==> src/rtl/uart_byte_tx_if.sv <==
// Request and serial-line signals between the command/response logic and uart_byte_tx.
// master = requester (send_en, data_byte), slave = transmitter (uart_tx, tx_busy, tx_done).
interface uart_byte_tx_if;
  logic       send_en;
  logic [7:0] data_byte;
  logic       uart_tx;
  logic       tx_busy;
  logic       tx_done;

  modport master (
    output send_en,
    output data_byte,
    input  uart_tx,
    input  tx_busy,
    input  tx_done
  );

  modport slave (
    input  send_en,
    input  data_byte,
    output uart_tx,
    output tx_busy,
    output tx_done
  );
endinterface

==> src/rtl/uart_byte_tx.sv <==
// UART byte transmitter, 8N1 LSB first; define UART_TX_PARITY_EN for an even-parity bit after D7.
// Start bit drives the line one clk after accept; send_en is ignored while tx_busy (no queuing).
module uart_byte_tx #(
  parameter int unsigned BIT_CYCLES = 5200
) (
  input  logic           clk,
  input  logic           rst,
  uart_byte_tx_if.slave  bus
);

  typedef enum logic [2:0] {
    IDLE,
    START,
    DATA,
`ifdef UART_TX_PARITY_EN
    PARITY,
`endif
    STOP
  } state_t;

  localparam logic [15:0] LAST_CNT  = 16'(BIT_CYCLES - 1);
  localparam logic [15:0] STOP_LAST = 16'(BIT_CYCLES - 2);

  state_t      state, state_nxt;
  logic [15:0] bit_cnt, bit_cnt_nxt;
  logic [2:0]  bit_idx, bit_idx_nxt;
  logic [7:0]  shift_reg, shift_reg_nxt;
  logic        uart_tx_q, uart_tx_nxt;
  logic        tx_busy_q, tx_busy_nxt;
  logic        tx_done_q, tx_done_nxt;
  logic        bit_end;
  logic [2:0]  idx_inc;

  assign bit_end = (bit_cnt == LAST_CNT);
  assign idx_inc = bit_idx + 3'd1;

  always_comb begin
    state_nxt     = state;
    bit_cnt_nxt   = bit_cnt + 16'd1;
    bit_idx_nxt   = bit_idx;
    shift_reg_nxt = shift_reg;
    uart_tx_nxt   = uart_tx_q;
    tx_busy_nxt   = tx_busy_q;
    tx_done_nxt   = 1'b0;

    case (state)
      IDLE: begin
        bit_cnt_nxt = '0;
        uart_tx_nxt = 1'b1;
        tx_busy_nxt = 1'b0;
        if (bus.send_en && !tx_busy_q) begin
          shift_reg_nxt = bus.data_byte;
          state_nxt     = START;
          uart_tx_nxt   = 1'b0;
          tx_busy_nxt   = 1'b1;
        end
      end

      START: begin
        if (bit_end) begin
          state_nxt   = DATA;
          bit_cnt_nxt = '0;
          bit_idx_nxt = 3'd0;
          uart_tx_nxt = shift_reg[0];
        end
      end

      DATA: begin
        if (bit_end) begin
          bit_cnt_nxt = '0;
          bit_idx_nxt = idx_inc;
          if (bit_idx == 3'd7) begin
`ifdef UART_TX_PARITY_EN
            state_nxt   = PARITY;
            uart_tx_nxt = ^shift_reg;
`else
            state_nxt   = STOP;
            uart_tx_nxt = 1'b1;
`endif
          end else begin
            uart_tx_nxt = shift_reg[idx_inc];
          end
        end
      end

`ifdef UART_TX_PARITY_EN
      PARITY: begin
        if (bit_end) begin
          state_nxt   = STOP;
          bit_cnt_nxt = '0;
          uart_tx_nxt = 1'b1;
        end
      end
`endif

      // Leave STOP one cycle early: the following IDLE (tx_done) cycle still holds the line
      // high, so the stop bit lasts BIT_CYCLES and a held send_en restarts with no gap.
      STOP: begin
        if (bit_cnt == STOP_LAST) begin
          state_nxt   = IDLE;
          bit_cnt_nxt = '0;
          uart_tx_nxt = 1'b1;
          tx_busy_nxt = 1'b0;
          tx_done_nxt = 1'b1;
        end
      end

      default: begin
        state_nxt   = IDLE;
        bit_cnt_nxt = '0;
        uart_tx_nxt = 1'b1;
        tx_busy_nxt = 1'b0;
      end
    endcase
  end

  always_ff @(posedge clk or posedge rst) begin
    if (rst) begin
      state     <= IDLE;
      bit_cnt   <= '0;
      bit_idx   <= '0;
      shift_reg <= '0;
      uart_tx_q <= 1'b1;
      tx_busy_q <= 1'b0;
      tx_done_q <= 1'b0;
    end else begin
      state     <= state_nxt;
      bit_cnt   <= bit_cnt_nxt;
      bit_idx   <= bit_idx_nxt;
      shift_reg <= shift_reg_nxt;
      uart_tx_q <= uart_tx_nxt;
      tx_busy_q <= tx_busy_nxt;
      tx_done_q <= tx_done_nxt;
    end
  end

  assign bus.uart_tx = uart_tx_q;
  assign bus.tx_busy = tx_busy_q;
  assign bus.tx_done = tx_done_q;

endmodule
==> src/flat_wrapper.sv <==
// flat-port wrapper written by rule: the top's interface ports become plain ports
module uart_byte_tx_flat 
#(
  parameter int unsigned BIT_CYCLES = 5200
)
  (clk, rst, bus_send_en, bus_data_byte, bus_uart_tx, bus_tx_busy, bus_tx_done);
  uart_byte_tx_if bus_i ();
  input  logic clk;
  input  logic rst;
  input wire logic [$bits(bus_i.send_en)-1:0] bus_send_en;
  input wire logic [$bits(bus_i.data_byte)-1:0] bus_data_byte;
  output wire logic [$bits(bus_i.uart_tx)-1:0] bus_uart_tx;
  output wire logic [$bits(bus_i.tx_busy)-1:0] bus_tx_busy;
  output wire logic [$bits(bus_i.tx_done)-1:0] bus_tx_done;
  assign bus_i.send_en = bus_send_en;
  assign bus_i.data_byte = bus_data_byte;
  assign bus_uart_tx = bus_i.uart_tx;
  assign bus_tx_busy = bus_i.tx_busy;
  assign bus_tx_done = bus_i.tx_done;
  uart_byte_tx #(.BIT_CYCLES(BIT_CYCLES)) u_core (.clk(clk), .rst(rst), .bus(bus_i));
endmodule
==> config.mk <==
export PLATFORM = sky130hd
export DESIGN_NAME = uart_byte_tx_flat
export DESIGN_NICKNAME = d
export VERILOG_FILES = /design/src/rtl/uart_byte_tx_if.sv /design/src/rtl/uart_byte_tx.sv /design/src/flat_wrapper.sv
export SDC_FILE = /design/constraint.sdc
export NUM_CORES = 1
export LEC_CHECK = 0
export CAP_MARGIN = 20
export CORE_AREA = 2 2 67 69
export CTS_BUF_LIST = sky130_fd_sc_hd__clkbuf_4 sky130_fd_sc_hd__clkbuf_8 sky130_fd_sc_hd__clkbuf_16
export CTS_CLUSTER_DIAMETER = 80
export DETAILED_ROUTE_END_ITERATION = 6
export DIE_AREA = 0 0 69 71
export HOLD_SLACK_MARGIN = 0.05
export PLACE_DENSITY = 0.57
export SYNTH_ARGS = -nofsm -noshare
export SYNTH_HDL_FRONTEND = slang
export SYNTH_SLANG_ARGS = --single-unit
==> constraint.sdc <==
create_clock -name clk -period 2.25 [get_ports clk]
set_input_delay 0.675 -clock clk [delete_from_list [all_inputs] [get_ports clk]]
set_output_delay 0.675 -clock clk [all_outputs]
set_load 0.1 [all_outputs]
==> impl_metrics.py <==
metrics = {
    "clocking": {
        "clk_latency_ps": 280,
        "hold_buffers": 0,
        "tritoncts": "built",
        "post_cts_buffers": 0,
        "cts-buffers-inserted": 5,
        "root_buffer": "clkbuf_8",
        "clockBufferDepth": 2,
        "htreeDepth": 2,
        "path_clk_slew_ps": 70,
        "ctsResizeCount": 0,
        "clock_sinks": 32,
    },
    "synth": {
        "syn_avg_cell_area_sq_um": 11.3,
        "seq_area_frac_synth_pct": 46.9,
        "synth_edf_count": 0,
        "ys.warnings.count": 0,
        "synth_flop_cell": "dfrtp_1",
        "syn_area_sq_um": 1710,
        "yosys_register_bits": 32,
        "synthArstFlopShare_pct": 100,
        "synthCells": 151,
        "synth_fp_nets": 172,
        "synth_cell_type_count": 39,
    },
    "outcome": {
        "outcome": "completed",
    },
    "floorplanning": {
        "start_util_pct": 40.7,
        "fp.dieArea_sq_um": 4900,
        "die_w_um": 69,
        "die_y_um": 71,
        "fp.coreArea_sq_um": 4200,
        "design.portCount": 14,
        "row_count": 24,
    },
    "sta": {
        "relSlewSlack_pct": 71.8,
        "hold_slack_ps": 491,
        "setup_tns_ps": 0,
        "fin_skew_ps": 9.20,
        "rsz0062_at_grt": "no",
        "setup_viol": 0,
        "final-hold-violation-count": 0,
        "slew_viol_final": 0,
        "tightest_slew_ps": 422,
        "fin_crit_ps": 2110,
        "timing.final.crit_share_pct": 93.7,
        "max_freq_mhz": 474,
    },
    "grt": {
        "grt_usage_pct": 14.3,
        "overflow": 0,
        "antenna_found_initial": 0,
        "grt_max_degree": 33,
        "grt_pass1_vias": 1214,
        "grt_pass1_wl_mm": 5.58,
    },
    "route": {
        "vias": 1184,
        "wire_per_inst_um": 13.9,
        "avgViaCountPerCell": 5.24,
        "antenna_left": 0,
        "drcViolationCount": 0,
        "drtPass1Iterations": 4,
        "wl_mm": 3.15,
        "detail_route.iter0.violations": 70,
    },
    "cells_and_area": {
        "n_antenna_cell": 0,
        "utilization_pct": 48.2,
        "largest_register_ffs": 16,
        "fillers": 410,
        "areaGrowthSynthToFinish_pct": 18.5,
        "drive_above_1_share_pct": 18.4,
        "finalNetCount": 194,
    },
    "pwr": {
        "power_frac_clock_pct": 42.7,
        "net-switching-power_mw": 0.221,
        "power_frac_seq_pct": 54.5,
        "switching_share_pct": 20.9,
        "ir_worst_vdd_v": 0.000261,
        "p_comb_share_pct": 2.8,
        "p_per_area_nw_per_um2": 522,
        "p_int_mw": 0.836,
        "leakage_nw": 0.987,
    },
    "placed_design": {
        "place_congestion": 0.816,
        "dp_hpwl_mm": 2.31,
        "portBuffers": 13,
    },
    "worst_setup_path": {
        "critPathCaptureType": "flip-flop",
        "critPathKind": "reg2reg",
        "worst_setup_path_start_kind": "flip-flop",
        "critPathRequiredTime_ps": 2420,
        "arrival_ps": 2280,
        "critPathMaxFanout": 6,
    },
    "min_path": {
        "min_path_type": "reg2reg",
    },
    "job": {
        "maxCapViolations": 0,
    },
}
## synthesized netlist by cell type (2+ instances only)
| cell type | count | area, sq um |
|---|---|---|
| a21oi_1 | 5 | 25.0 |
| a22o_1 | 2 | 17.5 |
| and2_1 | 3 | 18.8 |
| and3_1 | 2 | 12.5 |
| and4_1 | 2 | 17.5 |
| dfrtp_1 | 31 | 776 |
| ha_1 | 10 | 125 |
| inv_1 | 9 | 33.8 |
| mux2_2 | 9 | 101 |
| mux2i_1 | 5 | 50.1 |
| nand2_1 | 6 | 22.5 |
| nand2b_1 | 2 | 12.5 |
| nand3_1 | 7 | 35.0 |
| nand4_1 | 3 | 18.8 |
| nor2_1 | 14 | 52.6 |
| nor3_1 | 2 | 10.0 |
| o2111ai_1 | 2 | 17.5 |
| o21ai_0 | 6 | 30.0 |
| or3_1 | 3 | 18.8 |
| xnor2_1 | 6 | 52.6 |
| xor2_1 | 4 | 35.0 |
## worst max-delay path, cell delays in order (launching register included)
cell     delay, ps
dfrtp_1        420
or4b_4         600
nor4_4         410
o21ai_0        250
mux2_2         310
## final cells by class
class | instances | area [sq um] | share of cell area (%)
multi-input combinational | 109 | 862 | 42.6
sequential | 32 | 802 | 39.6
timing repair buffer | 16 | 170 | 8.40
clock buffer | 6 | 82.6 | 4.08
tap | 52 | 65.1 | 3.21
inverter | 9 | 33.8 | 1.67
clock inverter | 2 | 10.0 | 0.494
## final timing paths
| kind | startpoint | endpoint | slack [ps] | cells after the start |
|---|---|---|---|---|
| setup / recovery | u_core.bit_cnt[13] | u_core.bit_idx[0] | 140 | 4 |
| hold / removal | u_core.bit_cnt[0] | u_core.bit_cnt[0] | 490 | 1 |
| setup reg to reg | u_core.bit_cnt[13] | u_core.bit_idx[0] | 140 | 4 |
| hold reg to reg | u_core.bit_cnt[0] | u_core.bit_cnt[0] | 490 | 1 |
| max in group asynchronous | rst | u_core.bus.uart_tx | 1140 | 3 |
| min in group asynchronous | rst | u_core.bit_cnt[15] | 780 | 3 |
## placed cells by master (no fill, tap or decap), types with 2 or more instances in the layout
| cell type | instances |
|---|---|
| a21oi_1 | 5 |
| a22o_1 | 2 |
| and2_1 | 3 |
| and3_1 | 2 |
| and4_1 | 2 |
| buf_12 | 2 |
| buf_4 | 4 |
| clkbuf_8 | 6 |
| clkdlybuf4s50_1 | 10 |
| clkinv_2 | 2 |
| dfrtp_1 | 31 |
| ha_1 | 10 |
| inv_1 | 9 |
| mux2_2 | 9 |
| mux2i_1 | 5 |
| nand2_1 | 6 |
| nand2b_1 | 2 |
| nand3_1 | 7 |
| nand4_1 | 3 |
| nor2_1 | 14 |
| nor3_1 | 2 |
| o2111ai_1 | 2 |
| o21ai_0 | 6 |
| or3_1 | 3 |
| xnor2_1 | 6 |
| xor2_1 | 4 |
## power groups by stage
stage | combinational [mW] | sequential [mW] | clock, mW
6_report | 0.0298 | 0.575 | 0.451
5_1_grt | 0.0335 | 0.575 | 0.507
4_1_cts | 0.0311 | 0.575 | 0.470
3_5_place_dp | 0.0311 | 0.586 | 0
3_3_place_gp | 0.0304 | 0.586 | 0
2_1_floorplan | 0.00891 | 0.586 | 0
## kinds of logic after synthesis
logic type | Yosys count | share of synthesized area, %
flops | 32 | 46.9
mux | 15 | 10.2
buf+inv | 10 | 2.64
compound gates | 22 | 9.81
fa+ha+maj | 10 | 7.32
xor+xnor | 10 | 5.12
simple gates | 52 | 18.0
## per-layer routing
layer | track usage, % | part of all wire, % | up-vias
met5 | 0 | 0 | -
met4 | 4.58 | 1.3 | 0
met3 | 4.27 | 3.8 | 6
met2 | 24.8 | 50 | 19
met1 | 17.2 | 44 | 571
li1 | - | - | 588
## metrics by stage
stage / instance area (sq um) / worst slack, ps / total power, mW / std cells
2_1_floorplan: 1710 / 280 / 0.595 / 151
3_3_place_gp: 1910 / 189 / 0.616 / 217
3_5_place_dp: 1910 / 130 / 0.617 / 217
4_1_cts: 2010 / 115 / 1.08 / 225
5_1_grt: 2030 / 34.1 / 1.11 / 226
6_report: 2030 / 141 / 1.06 / 226
No activity file was read; power rests on OpenSTA's default activity.
